$ cat src/rtl/hex_seg_pkg.sv
// Shared constants for the hex seven-segment scanner: the nibble-to-segment
// table (g..a, active-low), the all-dark pattern and the digit-index width.
package hex_seg_pkg;

   localparam logic [6:0] SEG_OFF = 7'h7F;

   localparam logic [6:0] SEG_TABLE [16] = '{
      7'h40, 7'h79, 7'h24, 7'h30, 7'h19, 7'h12, 7'h02, 7'h78,
      7'h00, 7'h18, 7'h08, 7'h03, 7'h46, 7'h21, 7'h06, 7'h0E
   };

   // Bits needed to hold a digit index 0..num_digits-1 (never less than 1).
   function automatic int idx_width(input int num_digits);
      return (num_digits > 1) ? $clog2(num_digits) : 1;
   endfunction

endpackage

$ cat src/rtl/hex_7seg_scan_if.sv
// Bus between the scanner and its user: load/value/blank_mask in,
// segment and digit-enable drive plus pending status out.
interface hex_7seg_scan_if #(
   parameter int NUM_DIGITS = 4
);
   logic                      load;
   logic [4*NUM_DIGITS-1:0]   value;
   logic [NUM_DIGITS-1:0]     blank_mask;
   logic [6:0]                seg;
   logic [NUM_DIGITS-1:0]     dig_en;
   logic                      pending;

   modport master (
      output load, value, blank_mask,
      input  seg, dig_en, pending
   );

   modport slave (
      input  load, value, blank_mask,
      output seg, dig_en, pending
   );
endinterface

$ cat src/rtl/hex_seg_lut.sv
// Combinational hex nibble to seven-segment (g..a, active-low) decoder.
module hex_seg_lut
   import hex_seg_pkg::*;
(
   input  logic [3:0] nib_i,
   output logic [6:0] seg_o
);

   assign seg_o = SEG_TABLE[nib_i];

endmodule

$ cat src/rtl/hex_7seg_scan.sv
// Multiplexed hex display scanner. A prescaler steps the active digit every
// PRESCALE clocks; new data is staged in a shadow register and only moved to
// the display register at the frame boundary so a frame never mixes values.
// Optional macro HEX_7SEG_SCAN_LZB_EN enables leading-zero blanking.
module hex_7seg_scan
   import hex_seg_pkg::*;
#(
   parameter int NUM_DIGITS = 4,
   parameter int PRESCALE   = 50000
) (
   input  logic            clk,
   input  logic            rst,
   hex_7seg_scan_if.slave  bus
);

   localparam int             IW       = idx_width(NUM_DIGITS);
   localparam int             CW       = (PRESCALE > 1) ? $clog2(PRESCALE) : 1;
   localparam int             VW       = 4 * NUM_DIGITS;
   localparam logic [CW-1:0]  CNT_LAST = CW'(PRESCALE - 1);
   localparam logic [IW-1:0]  IDX_LAST = IW'(NUM_DIGITS - 1);

   logic [CW-1:0]          cnt_q,         cnt_d;
   logic [IW-1:0]          idx_q,         idx_d;
   logic [VW-1:0]          shadow_val_q,  shadow_val_d;
   logic [NUM_DIGITS-1:0]  shadow_mask_q, shadow_mask_d;
   logic [VW-1:0]          disp_val_q,    disp_val_d;
   logic [NUM_DIGITS-1:0]  disp_mask_q,   disp_mask_d;
   logic                   pending_q,     pending_d;
   logic [6:0]             seg_q,         seg_d;
   logic [NUM_DIGITS-1:0]  dig_en_q,      dig_en_d;

   logic                   tick;
   logic                   frame_end;
   logic [3:0]             cur_nib;
   logic                   cur_blank;
   logic [6:0]             lut_seg;

   // Pick the displayed nibble and its blanking for the current digit.
   always_comb begin
      cur_nib   = 4'h0;
      cur_blank = 1'b0;
      for (int k = 0; k < NUM_DIGITS; k++) begin
         if (idx_q == IW'(k)) begin
            cur_nib   = disp_val_q[4*k +: 4];
            cur_blank = disp_mask_q[k];
         end
      end
`ifdef HEX_7SEG_SCAN_LZB_EN
      begin : lzb
         logic lead_zero;
         lead_zero = 1'b1;
         // Walk down from the top digit; digit 0 is never reached.
         for (int k = NUM_DIGITS - 1; k > 0; k--) begin
            lead_zero = lead_zero & (disp_val_q[4*k +: 4] == 4'h0);
            if ((idx_q == IW'(k)) && lead_zero) cur_blank = 1'b1;
         end
      end
`endif
   end

   hex_seg_lut u_lut (
      .nib_i (cur_nib),
      .seg_o (lut_seg)
   );

   // Next-state: prescaler, digit index, shadow/display hand-over, outputs.
   always_comb begin
      // NOTE: every _d takes its hold value first, so no branch can leave one
      // unassigned and infer a latch.
      cnt_d         = cnt_q;
      idx_d         = idx_q;
      shadow_val_d  = shadow_val_q;
      shadow_mask_d = shadow_mask_q;
      disp_val_d    = disp_val_q;
      disp_mask_d   = disp_mask_q;
      pending_d     = pending_q;

      tick      = (cnt_q == CNT_LAST);
      frame_end = tick && (idx_q == IDX_LAST);

      if (tick) begin
         cnt_d = '0;
         idx_d = frame_end ? '0 : idx_q + IW'(1);
      end else begin
         cnt_d = cnt_q + CW'(1);
      end

      // The old shadow moves first; a coinciding load then refills it.
      if (frame_end && pending_q) begin
         disp_val_d  = shadow_val_q;
         disp_mask_d = shadow_mask_q;
         pending_d   = 1'b0;
      end
      if (bus.load) begin
         shadow_val_d  = bus.value;
         shadow_mask_d = bus.blank_mask;
         pending_d     = 1'b1;
      end

      // Outputs follow the current index, so they lag a tick by one clock.
      seg_d = cur_blank ? SEG_OFF : lut_seg;
      for (int k = 0; k < NUM_DIGITS; k++) begin
         dig_en_d[k] = (idx_q != IW'(k));
      end
   end

   // State register with asynchronous active-high reset.
   always_ff @(posedge clk or posedge rst) begin
      // NOTE: non-blocking assignments so every register samples the
      // pre-edge values, independent of statement order.
      if (rst) begin
         cnt_q         <= '0;
         idx_q         <= '0;
         shadow_val_q  <= '0;
         shadow_mask_q <= '0;
         disp_val_q    <= '0;
         disp_mask_q   <= '0;
         pending_q     <= 1'b0;
         seg_q         <= SEG_OFF;
         dig_en_q      <= '1;
      end else begin
         cnt_q         <= cnt_d;
         idx_q         <= idx_d;
         shadow_val_q  <= shadow_val_d;
         shadow_mask_q <= shadow_mask_d;
         disp_val_q    <= disp_val_d;
         disp_mask_q   <= disp_mask_d;
         pending_q     <= pending_d;
         seg_q         <= seg_d;
         dig_en_q      <= dig_en_d;
      end
   end

   assign bus.seg     = seg_q;
   assign bus.dig_en  = dig_en_q;
   assign bus.pending = pending_q;

endmodule

$ cat src/flat_wrapper.sv
// flat-port wrapper written by rule: the top's interface ports become plain ports
module hex_7seg_scan_flat import hex_seg_pkg::*;
#(
   parameter int NUM_DIGITS = 4,
   parameter int PRESCALE   = 50000
)
  (clk, rst, bus_load, bus_value, bus_blank_mask, bus_seg, bus_dig_en, bus_pending);
  hex_7seg_scan_if #(.NUM_DIGITS(NUM_DIGITS)) bus_i ();
  input  logic clk;
  input  logic rst;
  input wire logic [$bits(bus_i.load)-1:0] bus_load;
  input wire logic [$bits(bus_i.value)-1:0] bus_value;
  input wire logic [$bits(bus_i.blank_mask)-1:0] bus_blank_mask;
  output wire logic [$bits(bus_i.seg)-1:0] bus_seg;
  output wire logic [$bits(bus_i.dig_en)-1:0] bus_dig_en;
  output wire logic [$bits(bus_i.pending)-1:0] bus_pending;
  assign bus_i.load = bus_load;
  assign bus_i.value = bus_value;
  assign bus_i.blank_mask = bus_blank_mask;
  assign bus_seg = bus_i.seg;
  assign bus_dig_en = bus_i.dig_en;
  assign bus_pending = bus_i.pending;
  hex_7seg_scan #(.NUM_DIGITS(NUM_DIGITS), .PRESCALE(PRESCALE)) u_core (.clk(clk), .rst(rst), .bus(bus_i));
endmodule
$ cat config.mk
export PLATFORM = sky130hd
export DESIGN_NAME = hex_7seg_scan_flat
export DESIGN_NICKNAME = d
export VERILOG_FILES = /design/src/rtl/hex_seg_pkg.sv /design/src/rtl/hex_7seg_scan_if.sv /design/src/rtl/hex_seg_lut.sv /design/src/rtl/hex_7seg_scan.sv /design/src/flat_wrapper.sv
export SDC_FILE = /design/constraint.sdc
export NUM_CORES = 1
export LEC_CHECK = 0
export ABC_AREA = 1
export BUFFER_PORTS_ARGS = -buffer_cell sky130_fd_sc_hd__buf_2
export CAP_MARGIN = 10
export CORE_MARGIN = 2
export CORE_UTILIZATION = 40
export DETAILED_ROUTE_END_ITERATION = 8
export SKIP_CTS_REPAIR_TIMING = 1
export SLEW_MARGIN = 20
export SYNTH_ARGS = -nofsm -noshare
export SYNTH_HDL_FRONTEND = slang
export SYNTH_SLANG_ARGS = --single-unit
$ cat constraint.sdc
create_clock -name clk -period 3.3 [get_ports clk]
set_input_delay 0.825 -clock clk [delete_from_list [all_inputs] [get_ports clk]]
set_output_delay 0.825 -clock clk [all_outputs]
set_load 0.03 [all_outputs]
==> metrics <==
most prevalent standard cell on the critical path=sky130_fd_sc_hd__nor2_1; placed insts=~540; clock-pin slew reported for the worst setup and hold paths after clock tree synthesis=0.07 ns; final cell count without fillers=553; critical path data required time=3.59 ns; pre-CTS WS=1.01 ns; Synth warnings=0; TritonCTS clock tree=built; remaining antenna violation count after routing=0; terminus of the critical flop-to-flop path=u_core.bus.seg[1]; half-perimeter wire length after detailed placement=~4800 um; fraction of post-synthesis cell area in the top cell type by area=~43%; post-route clock skew=~0.008 ns; source of the worst hold timing path=u_core.cnt_q[0]; smallest setup slack after layout=0.945 ns; Boundary Pins=35; initial DRC count=94; number of clock buffers inserted by TritonCTS=9; post-synthesis register bit count=70; die area=roughly 0.0093 mm^2; period utilisation layout=71.4%; average size of a mapped cell=between 8 and 9 um^2; timing-limited maximum frequency=about 420 MHz; total global routing overflow=0; fraction of registers with async set/reset=100%; Netlist Area Pre-Place=~0.0034 mm^2; # H-tree levels=3; Hold Violations, Final=0; total routed wirelength=6500 um; number of max-cap violations=0; count of cells along the worst register-to-register path=13; Power per Cell Area=roughly 430 mW/mm^2; min-delay worst type=register to register; maximum ir drop on the vdd rail=0.000233 V; worst r2r src=u_core.idx_q[0]; WP data arrival=around 2.6 ns; unrepaired setup endpoints after global routing=no; vias per inst=between 4 and 5; fraction of the core area covered by cells at the end of the flow=46.9%; aggregate negative setup slack=0 ns; Largest stage delay, worst path=approximately 0.42 ns; detailed-router iteration count before antenna repair=4; proportion of total power due to net switching=between 20% and 30%; Net Sw Power=0.000360 W; Setup-failing EPs final=0; transition time of the tightest slew-check pin=~0.72 ns; run status=complete, no violations; startpoint class of the critical path=register; Hold Crit Depth=1; cell depth of the worst setup path=13; combinational share of power=under 10%; cell family with the largest share of critical-path delay=adder cells; most numerous cell in the Yosys netlist=sky130_fd_sc_hd__nand2_1; number of enable-type register cells in the synthesized netlist=0; Core Box Area=~0.0083 mm^2; maximum clock insertion buffer count=2; pin count of the biggest net entering global routing=45; number of antenna violations at the first check in global routing=0; Max stage delay cell, worst path=sky130_fd_sc_hd__dfrtp_1; most instantiated cells after synthesis=172 x sky130_fd_sc_hd__nand2_1, 59 x sky130_fd_sc_hd__dfrtp_1, 34 x sky130_fd_sc_hd__inv_1; worst-case register-to-register setup slack=0.94 ns; WS Path Type=register to register; global-route wire length before repair=roughly 11000 um; overall power consumption=roughly 0.0017 W; relative max-transition margin=between 50% and 60%; primary flip-flop cell chosen by synthesis mapping=sky130_fd_sc_hd__dfrtp_1; global placement routability congestion=around 0.87; largest fanout on the critical path=6; leading area contributor after synthesis=sky130_fd_sc_hd__dfrtp_1; portion of the post-synthesis area used by sequential elements=between 50% and 60%; Area contributors post-synth=sky130_fd_sc_hd__dfrtp_1 43%, sky130_fd_sc_hd__nand2_1 19%, sky130_fd_sc_hd__dfstp_2 8.4%; Die Width=a little under 100 um; clock latency on the worst-skew pair=between 0.3 and 0.4 ns; leakage power summed over all cells=~2.1 nW; fraction of final layout cells sized beyond drive strength 1=between 10% and 20%; TritonCTS sink count=70; Critical Path Sink Type=register; n_diodes=0; P_int=approximately 0.0013 W; Post-route DRC=0; site row count=33; Avg WL per Cell=around 12 um; minimum clock period=approximately 2.4 ns; number of slew-limit violations in the final report=0; area added between synthesis and finish=12.9%; net count after synthesis=around 440; cell chain of the critical path=inv_1, ha_1, inv_2, nor2_1, nor2_1, a21boi_1, inv_1, ha_1, inv_1, nand3_1, nor2_1, nor2_1, nand2_1; clock power share=between 40% and 50%; final net count=roughly 480; Vert. Die Dim=roughly 97 um; number of distinct standard cells referenced by the synthesized netlist=35; sequential fraction of design power=a little over half; Initial Util=41.5%; vias in the first global route=about 2.5k; routed vias=between 2k and 3k; Port-buffer cells=34; library cell used as clock root buffer=sky130_fd_sc_hd__clkbuf_8; synthesized instance count=~400; Buffers & Inverters on Critical Path=4; total track usage=approximately 16%; hold path endpoint=u_core.cnt_q[0]
## how the worst max path moves through the flow
stage / startpoint / end
final: u_core.idx_q[0] / u_core.bus.seg[1]
after global routing: u_core.idx_q[0] / u_core.bus.seg[1]
after CTS: u_core.idx_q[0] / u_core.bus.seg[1]
after detailed placement: u_core.idx_q[0] / u_core.bus.seg[3]
after global placement: u_core.idx_q[0] / u_core.bus.seg[1]
after floorplan: rst / u_core.bus.pending
## power groups by stage
| stage | Sequential, W | Combinational (W) | Clock, W |
|---|---|---|---|
| after global placement | 0.000907 | 0.0000602 | 0 |
| after CTS | 0.000892 | 0.0000618 | 0.000755 |
| after detailed placement | 0.000908 | 0.0000619 | 0 |
| final | 0.000892 | 0.0000586 | 0.000731 |
| after global routing | 0.000894 | 0.0000708 | 0.000791 |
| after floorplan | 0.000904 | 0.0000371 | 0 |
## sequential cells by signal, summed over array words and instances, names as in the netlist
signal	count
u_core.idx_q	2
u_core.shadow_mask_q	4
u_core.bus.seg	7
u_core.shadow_val_q	16
u_core.disp_val_q	16
u_core.disp_mask_q	4
u_core.bus.pending	1
u_core.bus.dig_en	4
u_core.cnt_q	16
## cell families after synthesis
group           count (synthesis)  share of synthesized area [%]
simple gates                  244                           31.4
flops                          70                           51.5
buf+inv                        52                           7.19
compound gates                 24                           4.16
fa+ha+maj                      11                           4.01
xor+xnor                        7                           1.79
## through the flow
step / cell area [um^2] / hold WS [ns]
finish: 3870 / 0.463
CTS: 3870 / 0.470
global route: 3870 / 0.474
detailed placement: 3670 / 0.456
global placement: 3670 / 0.447
floorplan: 3430 / 0.431
## worst register-to-register path, delay by kind of cell, from the launching register on
family	cells	cell delay, ns
buffers and inverters	4	0.41
AND/OR/NAND/NOR	6	0.47
AO/OA/AOI/OAI	1	0.42
flip-flops	1	0.42
adder cells (fa/ha/maj)	2	0.58
## cells in the final DEF (no fill, tap or decap), types with 6 or more instances in the layout
cell / synthesis / final
sky130_fd_sc_hd__clkbuf_8: 0 / 9
sky130_fd_sc_hd__a21oi_1: 9 / 9
sky130_fd_sc_hd__nand3_1: 21 / 21
sky130_fd_sc_hd__dfrtp_1: 59 / 59
sky130_fd_sc_hd__nand2_1: 172 / 172
sky130_fd_sc_hd__inv_2: 5 / 6
sky130_fd_sc_hd__nor2_1: 25 / 25
sky130_fd_sc_hd__o21ai_0: 6 / 6
sky130_fd_sc_hd__dfstp_2: 11 / 11
sky130_fd_sc_hd__inv_1: 34 / 33
sky130_fd_sc_hd__ha_1: 11 / 11
sky130_fd_sc_hd__xor2_1: 7 / 7
sky130_fd_sc_hd__buf_2: 0 / 34
## layout make-up
class	count	area (um^2)
repair buffers	35	190
inverters	42	164
clock buffers	11	131
multi-input cells	286	1420
flip-flops and latches	70	1770
clock inverters	4	72.6
well taps	105	131
fillers	835	4390
## routing by layer
metal | routed length, um | part of all wire [%] | track usage (%)
met1 | 3130 | 48 | 20.2
met2 | 2960 | 46 | 24.2
met3 | 276 | 4.2 | 4.73
met4 | 129 | 2.0 | 7.63
met5 | 0 | 0 | 0
(Power assumes the default switching activity.)
